**config.mk**
```make
export PLATFORM = sky130hd
export DESIGN_NAME = unary_add_nch
export DESIGN_NICKNAME = d
export VERILOG_FILES = /design/src/rtl/unary_add_pkg.sv /design/src/rtl/popcount_n.sv /design/src/rtl/unary_add_nch.sv
export SDC_FILE = /design/constraint.sdc
export NUM_CORES = 1
export LEC_CHECK = 0
export CORE_AREA = 2 2 39 41
export DETAILED_ROUTE_END_ITERATION = 16
export DIE_AREA = 0 0 41 43
export RECOVER_POWER = 50
export SLEW_MARGIN = 10
export SYNTH_ARGS = -nofsm -noshare
export SYNTH_HDL_FRONTEND = slang
export SYNTH_SLANG_ARGS = --single-unit
```
**constraint.sdc**
```tcl
create_clock -name clk -period 2.1 [get_ports clk]
set_input_delay 0.42 -clock clk [delete_from_list [all_inputs] [get_ports clk]]
set_output_delay 0.42 -clock clk [all_outputs]
set_load 0.01 [all_outputs]
```
**src/rtl/unary_add_pkg.sv**
```systemverilog
// unary_add_pkg: FSM state type and counter-width helper shared by the unary accumulator.
package unary_add_pkg;
  typedef enum logic [1:0] {S_ACC, S_DRAIN, S_EMPTY} unary_state_t;
  function automatic int cw_of(input int cap);
    return $clog2(cap + 1);
  endfunction
endpackage

```
**src/rtl/popcount_n.sv**
```systemverilog
// popcount_n: combinational population count of an N_CH-bit vector.
module popcount_n #(
  parameter int N_CH = 2,
  localparam int W = $clog2(N_CH + 1)
) (
  input  logic [N_CH-1:0] din_i,
  output logic [W-1:0]    cnt_o
);
  always_comb begin
    cnt_o = '0;
    for (int i = 0; i < N_CH; i++) cnt_o = cnt_o + W'(din_i[i]);
  end
endmodule

```
**src/rtl/unary_add_nch.sv**
```systemverilog
// unary_add_nch: multi-channel unary accumulator with serial unary drain; UNARY_ADD_SAT_EN selects saturating count with sticky c.
module unary_add_nch
  import unary_add_pkg::*;
#(
  parameter int N_CH = 2,
  parameter int CAP = 15,
  localparam int CW = cw_of(CAP)
) (
  input  logic            clk,
  input  logic            rst,
  input  logic            en,
  input  logic            read_or_write,
  input  logic [N_CH-1:0] din,
  output logic            dout,
  output logic            c,
  output logic            done,
  output logic [CW-1:0]   count
);
  localparam int PW = $clog2(N_CH + 1);
  localparam int SW = (CW > PW ? CW : PW) + 1;
  unary_state_t state_q;
  logic [CW-1:0] count_q, count_d;
  logic [PW-1:0] pop;
  logic [SW-1:0] sum;
  logic ovf, c_q, c_d, dout_q, done_q;
  popcount_n #(.N_CH(N_CH)) u_pop (.din_i(din), .cnt_o(pop));
  assign sum = SW'(count_q) + SW'(pop);
  assign ovf = sum > SW'(CAP);
`ifdef UNARY_ADD_SAT_EN
  localparam bit SAT = 1'b1;
  always_comb count_d = ovf ? CW'(CAP) : CW'(sum);
  always_comb c_d = c_q | ovf;
`else
  localparam bit SAT = 1'b0;
  always_comb count_d = CW'(sum % SW'(CAP + 1));
  always_comb c_d = ovf;
`endif
  // In read mode a zero count (fresh or drained) fires done once, then parks in S_EMPTY.
  always_ff @(posedge clk) begin
    if (rst) begin
      state_q <= S_ACC;
      count_q <= '0;
      c_q     <= 1'b0;
      dout_q  <= 1'b0;
      done_q  <= 1'b0;
    end else if (!en) begin
      dout_q <= 1'b0;
      done_q <= 1'b0;
    end else if (!read_or_write) begin
      state_q <= S_ACC;
      count_q <= count_d;
      c_q     <= c_d;
      dout_q  <= 1'b0;
      done_q  <= 1'b0;
    end else if (state_q == S_EMPTY) begin
      c_q    <= SAT & c_q;
      dout_q <= 1'b0;
      done_q <= 1'b0;
    end else if (count_q != '0) begin
      state_q <= S_DRAIN;
      count_q <= count_q - CW'(1);
      c_q     <= SAT & c_q;
      dout_q  <= 1'b1;
      done_q  <= 1'b0;
    end else begin
      state_q <= S_EMPTY;
      c_q     <= 1'b0;
      dout_q  <= 1'b0;
      done_q  <= 1'b1;
    end
  end
  assign count = count_q;
  assign c     = c_q;
  assign dout  = dout_q;
  assign done  = done_q;
endmodule

```
# Word-level counts from Yosys, hierarchy flattened
# Cells that the tools add are included.
# W data, S select, Z words.
[totals] input_bits=6 reg_bits=9 word_cells=27 out_inout_bits=7
[classes] addsub=3 n_reduce_logical=4 n_eq_ne=3 bitwise_logic=2 order_cmp=1 mux=9
[op_table] op="$mux W4" n=3
[op_table] op="$mux W2" n=3
[op_table] op="$add A4 B2 Y5" n=1
[op_table] op="$gt A5 B4 Y1 const B" n=1
[op_table] op="$reduce_bool A4 Y1" n=1
[op_table] op="$reduce_or A4 Y1" n=1
[op_table] op="$sub A4 B1 Y4 const B" n=1
[op_table] op="$mux W1" n=3
[op_table] op="$reduce_and A3 Y1" n=1
[op_table] op="$add A1 B1 Y2" n=1
[op_table] op="$eq A2 B2 Y1 const B" n=1
[op_table] op="$ne A2 B1 Y1 const B" n=1
[op_table] op="$ne A2 B2 Y1 const B" n=1
[op_table] op="$not A1 Y1" n=2
[op_table] op="$reduce_and A2 Y1" n=1

# Logic depth before layout (Yosys ltp)
# Gate-level depths: netlist of run 1.
[depth] ltp_word=4 mapped_depth=7 ltp_nobuf=6

# By module
# Synthesis of run 1 repeated with hierarchy kept, for this count alone.
[hier_totals] hier_cells=55 area_unflattened_um2=505.5
[modules_own_cells] mod="unary_add_nch" cells_each=54 instances=1 seq_area_each_um2=180.2 area_each_um2=493.0
[modules_own_cells] mod="popcount_n" cells_each=1 instances=1 seq_area_each_um2=0.0 area_each_um2=12.5

# Least setup slack after synthesis of run 1
# OpenSTA, ideal clock, no wires.
[synth_path] path_type="register -> register" start="register count_q[0], in the netlist count[0]" end="register count_q[2], in the netlist count[2]" period_less_slack_ns=1.627 path_slack_ns=0.473 n_path_buf=1 stages_incl_launch_ff=8 setup_ns=0.070 arrival_ns=1.557 required_time_ns=2.030 cell_sequence="dfxtp_1 inv_1 ha_1 or3b_1 buf_6 a31oi_4 or3_1 a21oi_1"
[synth_between] elab_chain_cells=4 word_cells_on_any_way=8 classes_between="add/sub (2); eq/ne (1); mux (3); reduce/logical (2)"
[synth_lines] element="start: declaration" line="unary_add_nch.sv:22" rtl="logic [CW-1:0] count_q, count_d;"
[synth_lines] element="start signal: assignment" line="unary_add_nch.sv:51" rtl="count_q <= count_d;"
[synth_lines] element="start signal: assignment" line="unary_add_nch.sv:61" rtl="count_q <= count_q - CW'(1);"
[synth_lines] element="$sub A4 B1 Y4" line="unary_add_nch.sv:61"
[synth_lines] element="$mux W4" line="unary_add_nch.sv:59" rtl="end else if (count_q != '0) begin"
[synth_lines] element="$mux W4" line="unary_add_nch.sv:55" rtl="end else if (state_q == S_EMPTY) begin"
[synth_lines] element="$mux W4" line="unary_add_nch.sv:49" rtl="end else if (!read_or_write) begin"
# Parallel ways exist; a longest one is shown, timed or not. The select of a mux whose other input is x is not followed.
# A chain may end at the register's enable or synchronous reset.

# Final worst setup path of run 1
[layout_path] start="input din[0]" end="register count_q[1], in the netlist count[1]"
[layout_between] elab_chain_cells=3
[layout_lines] element="start: declaration" line="unary_add_nch.sv:13" rtl="input logic [N_CH-1:0] din,"
[layout_lines] element="$add A1 B1 Y2" line="popcount_n.sv:11" rtl="for (int i = 0; i < N_CH; i++) cnt_o = cnt_o + W'(din_i[i]);"
[layout_lines] element="$add A4 B2 Y5" line="unary_add_nch.sv:27" rtl="assign sum = SW'(count_q) + SW'(pop);"
[layout_lines] element="$mux W4" line="unary_add_nch.sv:49"
# Every way passes these cells.

==> impl_metrics.env, run 1 <==
export IMPL_synth_cell_types=27
export IMPL_crit_path_end_kind="flip-flop"
export IMPL_async_flop_share=0
export IMPL_row_count=14
export IMPL_dpl_cell_area_um2=629.4
export IMPL_slew_headroom=0.7837
export IMPL_fmaxAchievable_mhz=550.1
export IMPL_rr_endpoint="count[3]$_SDFFE_PP0P_"
export IMPL_synth_ff_latch_count=9
export IMPL_r2r_slack_ps=300
export IMPL_fin_crit_ps=1818
export IMPL_initial_core_util=0.3608
export IMPL_tightest_slew_ps=323.5
export IMPL_dp_slack_ps=6.032
export IMPL_clock_sinks=9
export IMPL_critPathKind="in2reg"
export IMPL_power_leakage_uw=0.0002548
export IMPL_max_cap_violations=0
export IMPL_cts_hold_fix_buffers=0
export IMPL_hold_depth=2
export IMPL_dieArea_um2=1763
export IMPL_cp_top_family="adder cells"
export IMPL_finalClockSkew_ps=0.2359
export IMPL_hpwl_um=696.7
export IMPL_finalWirelength_um=972
export IMPL_fin_nets=80
export IMPL_yosysTopAreaCell="dfxtp_1"
export IMPL_numPortBuffers=12
export IMPL_rsz0062_at_grt="no"
export IMPL_floorplan_io_pins=13
export IMPL_drv_slew=0
export IMPL_power_density_nw_per_um2=836.8
export IMPL_met1_usage=0.2098
export IMPL_worst_path_buf_inv=1
export IMPL_fp_dieH_um=43
export IMPL_finalWorstSetupSlack_ps=282.0
export IMPL_final_common_cell="dfxtp_1"
export IMPL_root_buffer="clkbuf_4"
export IMPL_hold_path_class="reg2reg"
export IMPL_synth_edff_count=0
export IMPL_top_usage_layer="met1"
export IMPL_finalPower_uw=549.7
export IMPL_grt_pass1_wl_um=1725
export IMPL_cts_buffers=3
export IMPL_critical_path_max_stage_delay_ps=460
export IMPL_synth_area_top_cells="dfxtp_1 36%, a21oi_1 6.0%, ha_1 5.0%, a31oi_4 4.3%, fa_1 4.0%"
export IMPL_avgViaCountPerCell=5.174
export IMPL_setup_viol=0
export IMPL_final_setup_tns_ps=0
export IMPL_antenna_found_initial=0
export IMPL_final_layout_size_suffix_gt1_frac=0.1429
export IMPL_worstPathRequired_ps=2290
export IMPL_drt_iter0_markers=6
export IMPL_place_gp_congestion=0.7093
export IMPL_hold_end="c$_SDFFE_PP0P_"
export IMPL_vias=445
export IMPL_cp_arrival_ps=2010
export IMPL_hp_start="c$_SDFFE_PP0P_"
export IMPL_htreeDepth=1
export IMPL_syn2layout_area_growth_pct=31.58
export IMPL_gr_total_overflow=0
export IMPL_critPathLaunch="din[0]"
export IMPL_cts_resized=0
export IMPL_path_clk_slew_ps=70
export IMPL_critPathSlowestCell="fa_1"
export IMPL_r2r_start="count[0]$_SDFFE_PP0P_"
export IMPL_drc=0
export IMPL_synth_ff_type="dfxtp_1"
export IMPL_hold_viol=0
export IMPL_grt_use_total=0.1444
export IMPL_grtUsageMet2=0.1906
export IMPL_mappedNetlistArea_um2=499.2
export IMPL_fin_crit_sh=0.8657
export IMPL_dr_pass1_iters=4
export IMPL_most_common_layout_cells="9 x dfxtp_1, 8 x clkdlybuf4s50_1, 6 x a21oi_1"
export IMPL_cts_path_max_buffers=2
export IMPL_status="finished, final reports clean"
export IMPL_path_max_fanout=2
export IMPL_coreArea_um2=1384
export IMPL_cp_start_kind="input pin"
export IMPL_ant_nets=0
export IMPL_post_cts_setup_buffers=0
export IMPL_finish_instance_area_um2=656.9
export IMPL_grt_max_degree=11
export IMPL_path_cells="clkdlybuf4s50_1, fa_1, ha_1, nor2_1, a211o_2, a21oi_1"
export IMPL_clk_latency_ps=260
export IMPL_r2r_cells=6
export IMPL_syn_nets=65
export IMPL_diodes=0
export IMPL_ys_warn_count=0
export IMPL_wl_per_cell_um=11.30
export IMPL_avgSynthCellArea_um2=8.915
export IMPL_gr_usage_met3=0.04712
export IMPL_synth_seq_area_share=0.3609
export IMPL_cts_tree="done"
export IMPL_grt_pass1_vias=402
export IMPL_synth_top_area_frac=0.3609
export IMPL_utilization=0.4747
export IMPL_ir_worst_vdd_mv=0.3660
export IMPL_syn_inst=56
export IMPL_die_w_um=41
worst max-delay path by stage:
stage / to / cells after the start / slack (ps)
floorplan: count[2]$_SDFFE_PP0P_ / 7 / 470
global placement: count[1]$_SDFFE_PP0P_ / 6 / 20
detailed placement: count[1]$_SDFFE_PP0P_ / 6 / 6
CTS: count[1]$_SDFFE_PP0P_ / 6 / 280
global route: count[2]$_SDFFE_PP0P_ / 6 / 130
finish: count[1]$_SDFFE_PP0P_ / 6 / 280
stage by stage:
stage | hold slack (ps) | std cells
after floorplan | 489.5 | 56
after global placement | 457.8 | 82
after detailed placement | 468.3 | 82
after CTS | 480.1 | 86
after global routing | 508.2 | 86
final | 475.3 | 86
worst register-to-register path, stage by stage, from the launching register on:
cell and delay (ps):
dfxtp_1 450, inv_1 70, ha_1 210, or3b_1 320, a31oi_4 170, or3_1 370, a21oi_1 140
power breakdown:
group	internal [µW]	switching (µW)	total, µW
logic	99.7	97.3	197
registers	193	25.3	218
clock network	70.2	64.3	135
logic make-up after synthesis:
family,Yosys count,share of synthesized area
AND/OR/NAND/NOR,20,0.2331
buffers and inverters,8,0.08018
flip-flops,9,0.3609
AO/OA/AOI/OAI,16,0.2356
adder cells (fa/ha/maj),3,0.09022
cell type report:
class,count,area [µm²]
repair buffers,14,135.1
clock inverters,1,5.005
inverters,4,15.01
fillers,144,726.9
well taps,16,20.02
multi-input cells,39,279.0
flip-flops and latches,9,180.2
clock buffers,3,22.52
sequential cells by signal, summed over array words and instances (netlist names):
| signal | flops |
|---|---|
| count | 4 |
| state_q | 2 |
| c | 1 |
| done | 1 |
| dout | 1 |
per-layer routing:
| metal | wire length, µm | up-vias |
|---|---|---|
| li1 | - | 228 |
| met1 | 481 | 201 |
| met2 | 425 | 14 |
| met3 | 53 | 2 |
| met4 | 11 | 0 |
| met5 | 0 | - |
cells in the mapped netlist (all sizes together), types with 2 or more instances:
library cell  count
or3               2
a31oi             2
dfxtp             9
buf               4
o21ai             2
nand2             4
ha                2
inv               4
a21oi             6
nand4             2
nor2              4
nor2b             2
nor4b             2
Power figures use the tool's default switching activity.
==> inputs of run 2 (changes only) <==
--- a/config.mk
+++ b/config.mk
@@ -9,6 +9,7 @@
 export DETAILED_ROUTE_END_ITERATION = 16
 export DIE_AREA = 0 0 41 43
 export RECOVER_POWER = 50
+export REMOVE_ABC_BUFFERS = 1
 export SLEW_MARGIN = 10
 export SYNTH_ARGS = -nofsm -noshare
 export SYNTH_HDL_FRONTEND = slang
==> run 2 against run 1 <==
Net effect: worst setup slack gained 6.3 ps; flip-flop and latch count is the same; final cell count grew 1.2%; largest power group unchanged; highest routed layer unchanged.
==> impl_metrics.env, run 2 (synthesis results as in run 1) <==
export IMPL_power_leakage_uw=0.0002569
export IMPL_antenna_found_initial=0
export IMPL_cts_hold_fix_buffers=0
export IMPL_regArea_um2=180.2
export IMPL_num_fill_cells=154
export IMPL_fin_crit_sh=0.8627
export IMPL_worst_path_buf_inv=1
export IMPL_coreArea_um2=1384
export IMPL_critPathSlowestCell="fa_1"
export IMPL_rr_endpoint="count[3]$_SDFFE_PP0P_"
export IMPL_vias=445
export IMPL_finalWirelength_um=998
export IMPL_final_layout_size_suffix_gt1_frac=0.1408
export IMPL_ir_worst_vdd_mv=0.4342
export IMPL_post_cts_setup_buffers=0
export IMPL_fp_dieH_um=43
export IMPL_diodes=0
export IMPL_numPortBuffers=12
export IMPL_largest_reg_flops=4
export IMPL_dieArea_um2=1763
export IMPL_dp_slack_ps=14.29
export IMPL_fin_nets=81
export IMPL_finalWorstSetupSlack_ps=288.3
export IMPL_row_count=14
export IMPL_cp_arrival_ps=2000
export IMPL_grt_pass1_wl_um=1676
export IMPL_path_clk_slew_ps=60
export IMPL_path_cells="clkdlybuf4s50_1, fa_1, ha_1, nor2_1, a211o_2, a21oi_1"
export IMPL_cts_resized=0
export IMPL_rsz0062_at_grt="no"
export IMPL_hold_depth=2
export IMPL_wl_per_cell_um=11.47
export IMPL_multi_input_area_um2=279.0
export IMPL_drc=0
export IMPL_worstPathRequired_ps=2290
export IMPL_r2r_cells=6
export IMPL_crit_path_end_kind="flip-flop"
export IMPL_critical_path_max_stage_delay_ps=450
export IMPL_floorplan_io_pins=13
export IMPL_dr_pass1_iters=2
export IMPL_hold_viol=0
export IMPL_cts_path_max_buffers=2
export IMPL_ant_nets=0
export IMPL_hpwl_um=739.3
export IMPL_r2r_start="count[0]$_SDFFE_PP0P_"
export IMPL_hp_start="c$_SDFFE_PP0P_"
export IMPL_power_internal_uw=366.7
export IMPL_slew_headroom=0.7780
export IMPL_power_density_nw_per_um2=830.3
export IMPL_grt_max_degree=10
export IMPL_grt_use_total=0.1459
export IMPL_clkPwrFrac=0.247
export IMPL_gr_total_overflow=0
export IMPL_fin_crit_ps=1812
export IMPL_initial_core_util=0.3608
export IMPL_avgViaCountPerCell=5.115
export IMPL_final_setup_tns_ps=0
export IMPL_status="finished, final reports clean"
export IMPL_cts_tree="done"
export IMPL_final_common_cell="dfxtp_1"
export IMPL_cp_top_family="adder cells"
export IMPL_root_buffer="clkbuf_4"
export IMPL_die_w_um=41
export IMPL_comb_power_share=0.354
export IMPL_max_cap_violations=0
export IMPL_p_sw_uw=183.8
export IMPL_htreeDepth=1
export IMPL_path_max_fanout=2
export IMPL_cts_buffers=3
export IMPL_grt_pass1_vias=389
export IMPL_fmaxAchievable_mhz=552.0
export IMPL_clk_latency_ps=260
export IMPL_critPathKind="in2reg"
export IMPL_setup_viol=0
export IMPL_r2r_slack_ps=330
export IMPL_hold_end="c$_SDFFE_PP0P_"
export IMPL_cp_start_kind="input pin"
export IMPL_place_gp_congestion=0.7207
export IMPL_drv_slew=0
export IMPL_tightest_slew_ps=332.0
export IMPL_hold_path_class="reg2reg"
export IMPL_most_common_layout_cells="9 x dfxtp_1, 8 x clkdlybuf4s50_1, 6 x a21oi_1"
export IMPL_seqPwrFrac=0.399
export IMPL_clock_sinks=9
export IMPL_syn2layout_area_growth_pct=32.83
export IMPL_drt_iter0_markers=1
export IMPL_power_share_switching=0.3339
export IMPL_finalClockSkew_ps=1.399
[run 2: changes by cell type in the layout (fill, tap and decap cells not counted)]
cell      before  now
clkbuf_1       0    1
buf_4          2    3
clkinv_2       1    0
[run 2: metrics by stage]
| step | instance area [µm²] | instances | power, µW | utilization | hold WS (ps) |
|---|---|---|---|---|---|
| after global placement | 636.9 | 83 | 419.7 | 0.4602 | 462.2 |
| after detailed placement | 636.9 | 83 | 421.9 | 0.4602 | 460.8 |
| after floorplan | 474.2 | 52 | 339.8 | - | 483.0 |
| after global routing | 663.1 | 87 | 594.9 | 0.4792 | 492.6 |
| final | 663.1 | 87 | 550.6 | 0.4792 | 468.2 |
| after CTS | 663.1 | 87 | 561.6 | 0.4792 | 471.6 |
[run 2: metal layers]
layer / global-route usage / share of wire / vias up
met5: 0 / 0 / -
met4: 0.08000 / 0.019 / 0
met3: 0.06283 / 0.053 / 4
met2: 0.1969 / 0.46 / 11
li1: - / - / 233
met1: 0.1877 / 0.47 / 197
[run 2: worst max path at each step]
stage	start	endpoint	slack, ps	depth (start not counted)
after floorplan	count[0]$_SDFFE_PP0P_	count[2]$_SDFFE_PP0P_	460	6
after global placement	din[0]	count[2]$_SDFFE_PP0P_	30	7
after detailed placement	din[0]	count[1]$_SDFFE_PP0P_	10	6
after CTS	din[0]	count[1]$_SDFFE_PP0P_	290	6
after global routing	din[0]	count[2]$_SDFFE_PP0P_	160	7
final	din[0]	count[1]$_SDFFE_PP0P_	290	6
[run 2: layout make-up]
cell class | count | area share
flip-flops and latches | 9 | 0.2717
repair buffers | 15 | 0.2151
well taps | 16 | 0.03019
multi-input cells | 39 | 0.4208
clock buffers | 4 | 0.03962
inverters | 4 | 0.02264
[run 2: power groups by stage]
stage | sequential [µW] | combinational [µW] | clock (µW)
after floorplan | 226 | 114 | 0
after global placement | 223 | 197 | 0
after detailed placement | 223 | 199 | 0
after CTS | 220 | 201 | 141
after global routing | 224 | 220 | 151
final | 220 | 195 | 136
[run 2: worst min-delay path: cells and delay by family (launching register included)]
family | cells | cell delay [ps]
AO/OA/AOI/OAI | 1 | 50
AND/OR/NAND/NOR | 1 | 60
flip-flops | 1 | 310
==> inputs of run 3 (changes only) <==
--- a/config.mk
+++ b/config.mk
@@ -14,3 +14,4 @@
 export SYNTH_ARGS = -nofsm -noshare
 export SYNTH_HDL_FRONTEND = slang
 export SYNTH_SLANG_ARGS = --single-unit
+export TNS_END_PERCENT = 1
==> results of run 3 <==
The final DEF is identical to that of run 2; final timing and power are the same.
